[src/rtl/if_stage.sv]
// Instruction-fetch stage: PC register, BOOT/RUN/HALTED control and the IF/ID pipeline register.
// Every output comes straight from a flop; imem_data only feeds flop inputs.
module if_stage #(
    parameter logic [31:0] RESET_PC  = 32'h0040_0000,
    parameter logic [31:0] NOP_INSTR = 32'h0000_0000
) (
    input  logic        clk,
    input  logic        reset,
    input  logic        stall,
    input  logic        flush,
    input  logic        redirect,
    input  logic [31:0] redirect_pc,
    input  logic        halt,
    output logic [31:0] imem_addr,
    input  logic [31:0] imem_data,
    output logic [31:0] instr_d,
    output logic [31:0] pc_plus4_d,
    output logic        valid_d,
    output logic        addr_err,
    output logic        halted,
    output logic [31:0] fetch_count
);

    localparam int unsigned XLEN = 32;

    typedef enum logic [1:0] {
        BOOT   = 2'd0,
        RUN    = 2'd1,
        HALTED = 2'd2
    } state_t;

    state_t            state;
    state_t            state_next;
    logic [XLEN-1:0]   pc;
    logic [XLEN-1:0]   pc_next;
    logic [XLEN-1:0]   pc_plus4;
    logic [XLEN-1:0]   instr_next;
    logic [XLEN-1:0]   pc_plus4_next;
    logic [XLEN-1:0]   count_next;
    logic              valid_next;
    logic              err_next;
    logic              load_bubble;
    logic              load_fetch;

    assign pc_plus4  = pc + XLEN'(4);
    assign imem_addr = pc;

    // State, PC and IF/ID registers
    always_ff @(posedge clk) begin
        if (reset) begin
            state       <= BOOT;
            pc          <= RESET_PC;
            instr_d     <= NOP_INSTR;
            pc_plus4_d  <= '0;
            valid_d     <= 1'b0;
            addr_err    <= 1'b0;
            halted      <= 1'b0;
            fetch_count <= '0;
        end else begin
            state       <= state_next;
            pc          <= pc_next;
            instr_d     <= instr_next;
            pc_plus4_d  <= pc_plus4_next;
            valid_d     <= valid_next;
            addr_err    <= err_next;
            halted      <= (state_next == HALTED);
            fetch_count <= count_next;
        end
    end

    // Next state, next PC and IF/ID load decision
    always_comb begin
        state_next    = state;
        pc_next       = pc;
        err_next      = addr_err;
        load_bubble   = 1'b0;
        load_fetch    = 1'b0;
        instr_next    = instr_d;
        pc_plus4_next = pc_plus4_d;
        valid_next    = valid_d;
        count_next    = fetch_count;

        case (state)
            BOOT: begin
                state_next  = RUN;
                load_bubble = 1'b1;
            end
            RUN: begin
                if (halt) begin
                    state_next  = HALTED;
                    load_bubble = 1'b1;
                end else if (redirect && (redirect_pc[1:0] != 2'b00)) begin
                    state_next  = HALTED;
                    err_next    = 1'b1;
                    load_bubble = 1'b1;
                end else begin
                    if (redirect) begin
                        pc_next = redirect_pc;
                    end else if (!stall) begin
                        pc_next = pc_plus4;
                    end
                    // A redirect alone still captures this fetch; flush squashes it.
                    if (flush) begin
                        load_bubble = 1'b1;
                    end else if (!stall) begin
                        load_fetch = 1'b1;
                    end
                end
            end
            HALTED: begin
                state_next = HALTED;
            end
            default: begin
                state_next  = BOOT;
                load_bubble = 1'b1;
            end
        endcase

        if (load_bubble) begin
            instr_next    = NOP_INSTR;
            pc_plus4_next = '0;
            valid_next    = 1'b0;
        end else if (load_fetch) begin
            instr_next    = imem_data;
            pc_plus4_next = pc_plus4;
            valid_next    = 1'b1;
            count_next    = fetch_count + XLEN'(1);
        end
    end

endmodule

[config.mk]
export PLATFORM = sky130hd
export DESIGN_NAME = if_stage
export DESIGN_NICKNAME = d
export VERILOG_FILES = /design/src/rtl/if_stage.sv
export SDC_FILE = /design/constraint.sdc
export NUM_CORES = 1
export LEC_CHECK = 0
export BUFFER_PORTS_ARGS = -buffer_cell sky130_fd_sc_hd__clkbuf_2
export CELL_PAD_IN_SITES_DETAIL_PLACEMENT = 1
export CELL_PAD_IN_SITES_GLOBAL_PLACEMENT = 1
export CORE_MARGIN = 1
export CORE_UTILIZATION = 37
export DETAILED_ROUTE_END_ITERATION = 12
export HOLD_SLACK_MARGIN = 0.03
export PLACE_DENSITY_LB_ADDON = 0.25
export SYNTH_ARGS = -nofsm -noshare
export SYNTH_HDL_FRONTEND = slang
export SYNTH_SLANG_ARGS = --single-unit
[constraint.sdc]
create_clock -name clk -period 2.8 [get_ports clk]
set_input_delay 0 -clock clk [delete_from_list [all_inputs] [get_ports clk]]
set_output_delay 0 -clock clk [all_outputs]
set_load 0.02 [all_outputs]
Word-level counts from Yosys, hierarchy flattened
Index checks and enable logic that the tools add are counted.
{"block": "totals", "register_bits": 133, "latch_bits": 0, "ram_bits": 0, "rom_bits": 0, "inputBits": 70, "out_inout_bits": 131, "elab_cells": 38, "n_memories": 0}
{"block": "classes", "n_addsub": 2, "n_mul": 0, "div": 0, "n_lt_le_gt_ge": 0, "n_eq_ne": 4, "shift": 0, "muxes": 14, "bitwise": 3, "reduce_logical": 7}
{"operator": "$mux 32", "n": 2}
{"operator": "$add 32x1->32 const B", "n": 1}
{"operator": "$add 32x3->32 const B", "n": 1}
{"operator": "$mux 1", "n": 8}
{"operator": "$pmux 2 s3", "n": 1}
{"operator": "$eq 2x2->1 const B", "n": 2}
{"operator": "$mux 2", "n": 2}
{"operator": "$reduce_and 4->1", "n": 1}
{"operator": "$not 1->1", "n": 3}
{"operator": "$reduce_and 3->1", "n": 1}
{"operator": "$eq 2x1->1 const B", "n": 1}
{"operator": "$logic_not 2->1", "n": 1}
{"operator": "$ne 2x1->1 const B", "n": 1}
{"operator": "$pmux 1 s2", "n": 1}
{"operator": "$reduce_and 2->1", "n": 1}
{"operator": "$reduce_bool 2->1", "n": 1}
{"operator": "$reduce_or 2->1", "n": 1}
{"operator": "$logic_and 1x1->1", "n": 1}

Depth between registers and ports, before layout
{"block": "depth", "ltp_word": 7, "depth_mapped": 8, "mapped_depth_nobuf": 6}

Worst setup path after synthesis
OpenSTA, ideal clock, no wires.
{"block": "synth_path", "path_kind": "register to register", "start": "reg pc[2] (netlist: imem_addr[2])", "end": "reg pc_plus4_d[24]", "setup_ns": 0.086, "t_arrival_ns": 2.360, "required_time_ns": 2.714, "slack_ns": 0.355, "path_stages_with_launch": 9, "path_buffers": 2, "synth_period_minus_slack_ns": 2.445, "path_cell_list": "dfxtp_1 ha_1 clkbuf_1 nand2_1 or3_1 clkbuf_1 or4_1 xnor2_1 a211oi_1"}
{"block": "synth_between", "elab_chain_len": 1}
{"element": "start: declaration", "line_no": "34", "text": "logic [XLEN-1:0] pc;"}
{"element": "start signal: assignment", "line_no": "61", "text": "pc <= pc_next;"}
{"element": "$add 32x3->32", "line_no": "45", "text": "assign pc_plus4 = pc + XLEN'(4);"}
{"element": "end signal: assignment", "line_no": "63", "text": "pc_plus4_d <= pc_plus4_next;"}
{"element": "end: declaration", "line_no": "17", "text": "output logic [31:0] pc_plus4_d,"}
Every way passes these cells.
A chain may end at the register's enable or synchronous reset.

Worst setup path after layout
Same ends and word-level chain as after synthesis.

==> out/metrics.yaml <==
status: "finished clean"
cap_violations: 0
path_class: "flop to flop"
port_buffers: 200
drive_gt1_share_pct: 24.9
ys_seq_elements: 133
use_met1_pct: 29.2
post-cts-setup-buffer-count: 0
combPwrFrac_pct: 8.3
dr_total_vias: 6596
firstDrtPassIters: 4
grtUsageMet2_pct: 43.2
antenna_found_initial: 1
rsz0062_at_grt: "false"
wirelength_mm: 21.8
core_mm2: 0.0166
use_met3_pct: 6.05
crit_chain: "ha_1 > nand2_1 > or3_1 > or4_1 > xnor2_1 > a211oi_1"
fin_util_pct: 52.2
synth.top_cell.area_share_pct: 42.2
place.gp.congestion: 0.834
syn_nets: 841
path_clk_slew_ns: 0.06
dp_hpwl_mm: 14.4
syn_to_final_growth_pct: 37.3
async_reset_ff_share_pct: 0
synthSimpleGateAreaFrac_pct: 27.8
clock_latency_ns: 0.42
hp-class: "input port to flop"
cp_max_fo: 8
yosys-top-cells-area: "dfxtp_1 (42%), nand2_1 (6.7%), nor2_1 (5.6%), xnor2_1 (4.2%), a21oi_1 (3.7%)"
setup_tns_ns: 0
io_pins: 201
synth_area_leader_cell: "dfxtp_1"
timing.final.max_slew_violations: 0
htreeDepth: 4
rows: 47
cts_tree: "built"
synth_edf_count: 0
final.period_utilization_pct: 90.7
finClkSkew_ns: 0.00763
hold_violations: 0
grt.total_usage_pct: 25.0
die_w_um: 133
synth_xor_area_share_pct: 6.53
detail_route.iter0.violations: 277
cts.sinks: 133
first_global_vias: 6753
dominantRegCellSynth: "dfxtp_1"
critPathTopFamily: "simple AND/OR/NAND/NOR gates"
slowest_stage: "or4_1"
ir_drop_v: 0.000418
syn_inst: 769
start_util_pct: 38.0
grt_overflow: 0
crit_arrival_ns: 2.85
max_stage_delay_ns: 0.55
worst_setup_path_start_kind: "flop"
worst_ep_required_time_ns: 3.11
ant_nets: 0
synth_top_family_by_area: "simple AND/OR/NAND/NOR gates"
period_minus_slack_ns: 2.54
clock_path_buffers: 2
setup_violations: 0
placed_cells: 1144
synth_cell_type_count: 61
drc: 0
synth_compound_area_share_pct: 17.1
via_per_inst: 5.32
grt_busiest_layer: "met2"
ys_warn_count: 0
p_per_area_mw_per_mm2: 497
fmax_ghz: 0.394
dpl_cell_area_mm2: 0.00748
seqPwrFrac_pct: 45.0
power.share.clock_pct: 46.7
cts_made_buffers: 17
final_cells: 1240
crit_buf_inv: 0
detail_route.wl_per_cell_um: 17.5
nets: 1080
ys_seq_area_share_pct: 42.2
mostFrequentLayoutCells: "clkbuf_2 (200), dfxtp_1 (133), nand2_1 (113)"
final_common_cell: "clkbuf_2"
intPower_uw: 3280
cts_root_buffer: "clkbuf_16"
end_kind: "flop"
synth_adder_area_share_pct: 0.397
leakagePower_uw: 0.00335
die_h_um: 133
grt_pass1_wl_mm: 34.9
syn_area_per_cell_um2: 8.20
slew_headroom_pct: 47.8
cts_resized: 0
switching_power_uw: 1020
fin_area_mm2: 0.00866
muxShareOfSynthArea_pct: 1.63
reg2reg_slack_ns: 0.26
tightest_slew_ns: 0.784
p_sw_share_pct: 23.8
holdBufCountCts: 65
die_area_mm2: 0.0176
syn-cell-area_mm2: 0.00630
grt_max_degree: 67
[worst reg2reg max path, cell delays in order, from the launching register on]
cell	delay, ns
dfxtp_1	0.45
ha_1	0.36
nand2_1	0.14
or3_1	0.49
or4_1	0.55
xnor2_1	0.16
a211oi_1	0.28
[kinds of logic (layout without fill, tap and decap cells)]
family / Yosys count / in the layout
flip-flops: 133 / 133
multiplexers: 10 / 10
other: 0 / 1
AO/OA/AOI/OAI: 162 / 162
XOR/XNOR: 47 / 47
adder cells (fa/ha/maj): 2 / 2
buffers and inverters: 68 / 318
AND/OR/NAND/NOR: 347 / 347
[cells in the mapped netlist, types with 7 or more instances]
| master | number |
|---|---|
| nor2b_1 | 7 |
| and3_1 | 8 |
| and4_1 | 13 |
| dfxtp_1 | 133 |
| or4_1 | 7 |
| mux2i_1 | 8 |
| nand4_1 | 23 |
| clkbuf_1 | 39 |
| nand2_1 | 113 |
| nor3_1 | 13 |
| xor2_1 | 17 |
| a21oi_1 | 47 |
| buf_1 | 7 |
| inv_1 | 9 |
| a211oi_1 | 29 |
| o21ai_0 | 19 |
| nor2_1 | 94 |
| buf_2 | 10 |
| nor4_1 | 11 |
| nand3_1 | 27 |
| xnor2_1 | 30 |
| a22oi_1 | 12 |
[final timing paths]
kind	cells after the start	from	end
worst max-delay path	6	imem_addr[2]	pc_plus4_d[24]
worst min-delay path	3	reset	addr_err
worst max register to register	6	imem_addr[2]	pc_plus4_d[24]
worst min register to register	2	instr_d[5]	instr_d[5]
[area by class of cell]
cell class              instances  area [um^2]
clock inverters                 4         22.5
clock buffers                  26          499
fillers                      2060         7930
inverters                      10         37.5
flip-flops and latches        133         2660
well taps                     220          275
multi-input cells             568         3380
diodes                          1         2.50
repair buffers                278         1770
[power groups by stage]
| stage | clock, uW | combinational, uW | sequential [uW] |
|---|---|---|---|
| after floorplan | 0 | 144 | 1990 |
| after global placement | 0 | 277 | 1980 |
| after detailed placement | 0 | 279 | 1980 |
| after CTS | 2060 | 353 | 1940 |
| after global routing | 2140 | 387 | 1940 |
| final | 2010 | 356 | 1940 |
[layer usage]
layer	vias up	wire length (um)
met3	55	1090
met1	3119	9150
met2	201	10700
met4	0	770
li1	3221	-
met5	-	0
[state kept, by name, summed over array words and instances, names as in the netlist]
name         flops
imem_addr       32
halted           1
state            2
fetch_count     32
valid_d          1
instr_d         32
pc_plus4_d      32
addr_err         1
[stage by stage]
step           setup WS (ns)  power (uW)  hold slack, ns
2_1_floorplan          0.355        2130           0.136
3_3_place_gp           0.470        2260           0.226
3_5_place_dp           0.376        2260           0.230
4_1_cts                0.283        4350          0.0589
5_1_grt                0.141        4470           0.102
6_report               0.260        4300          0.0603
Note: power is estimated with default switching activity, not from simulation.
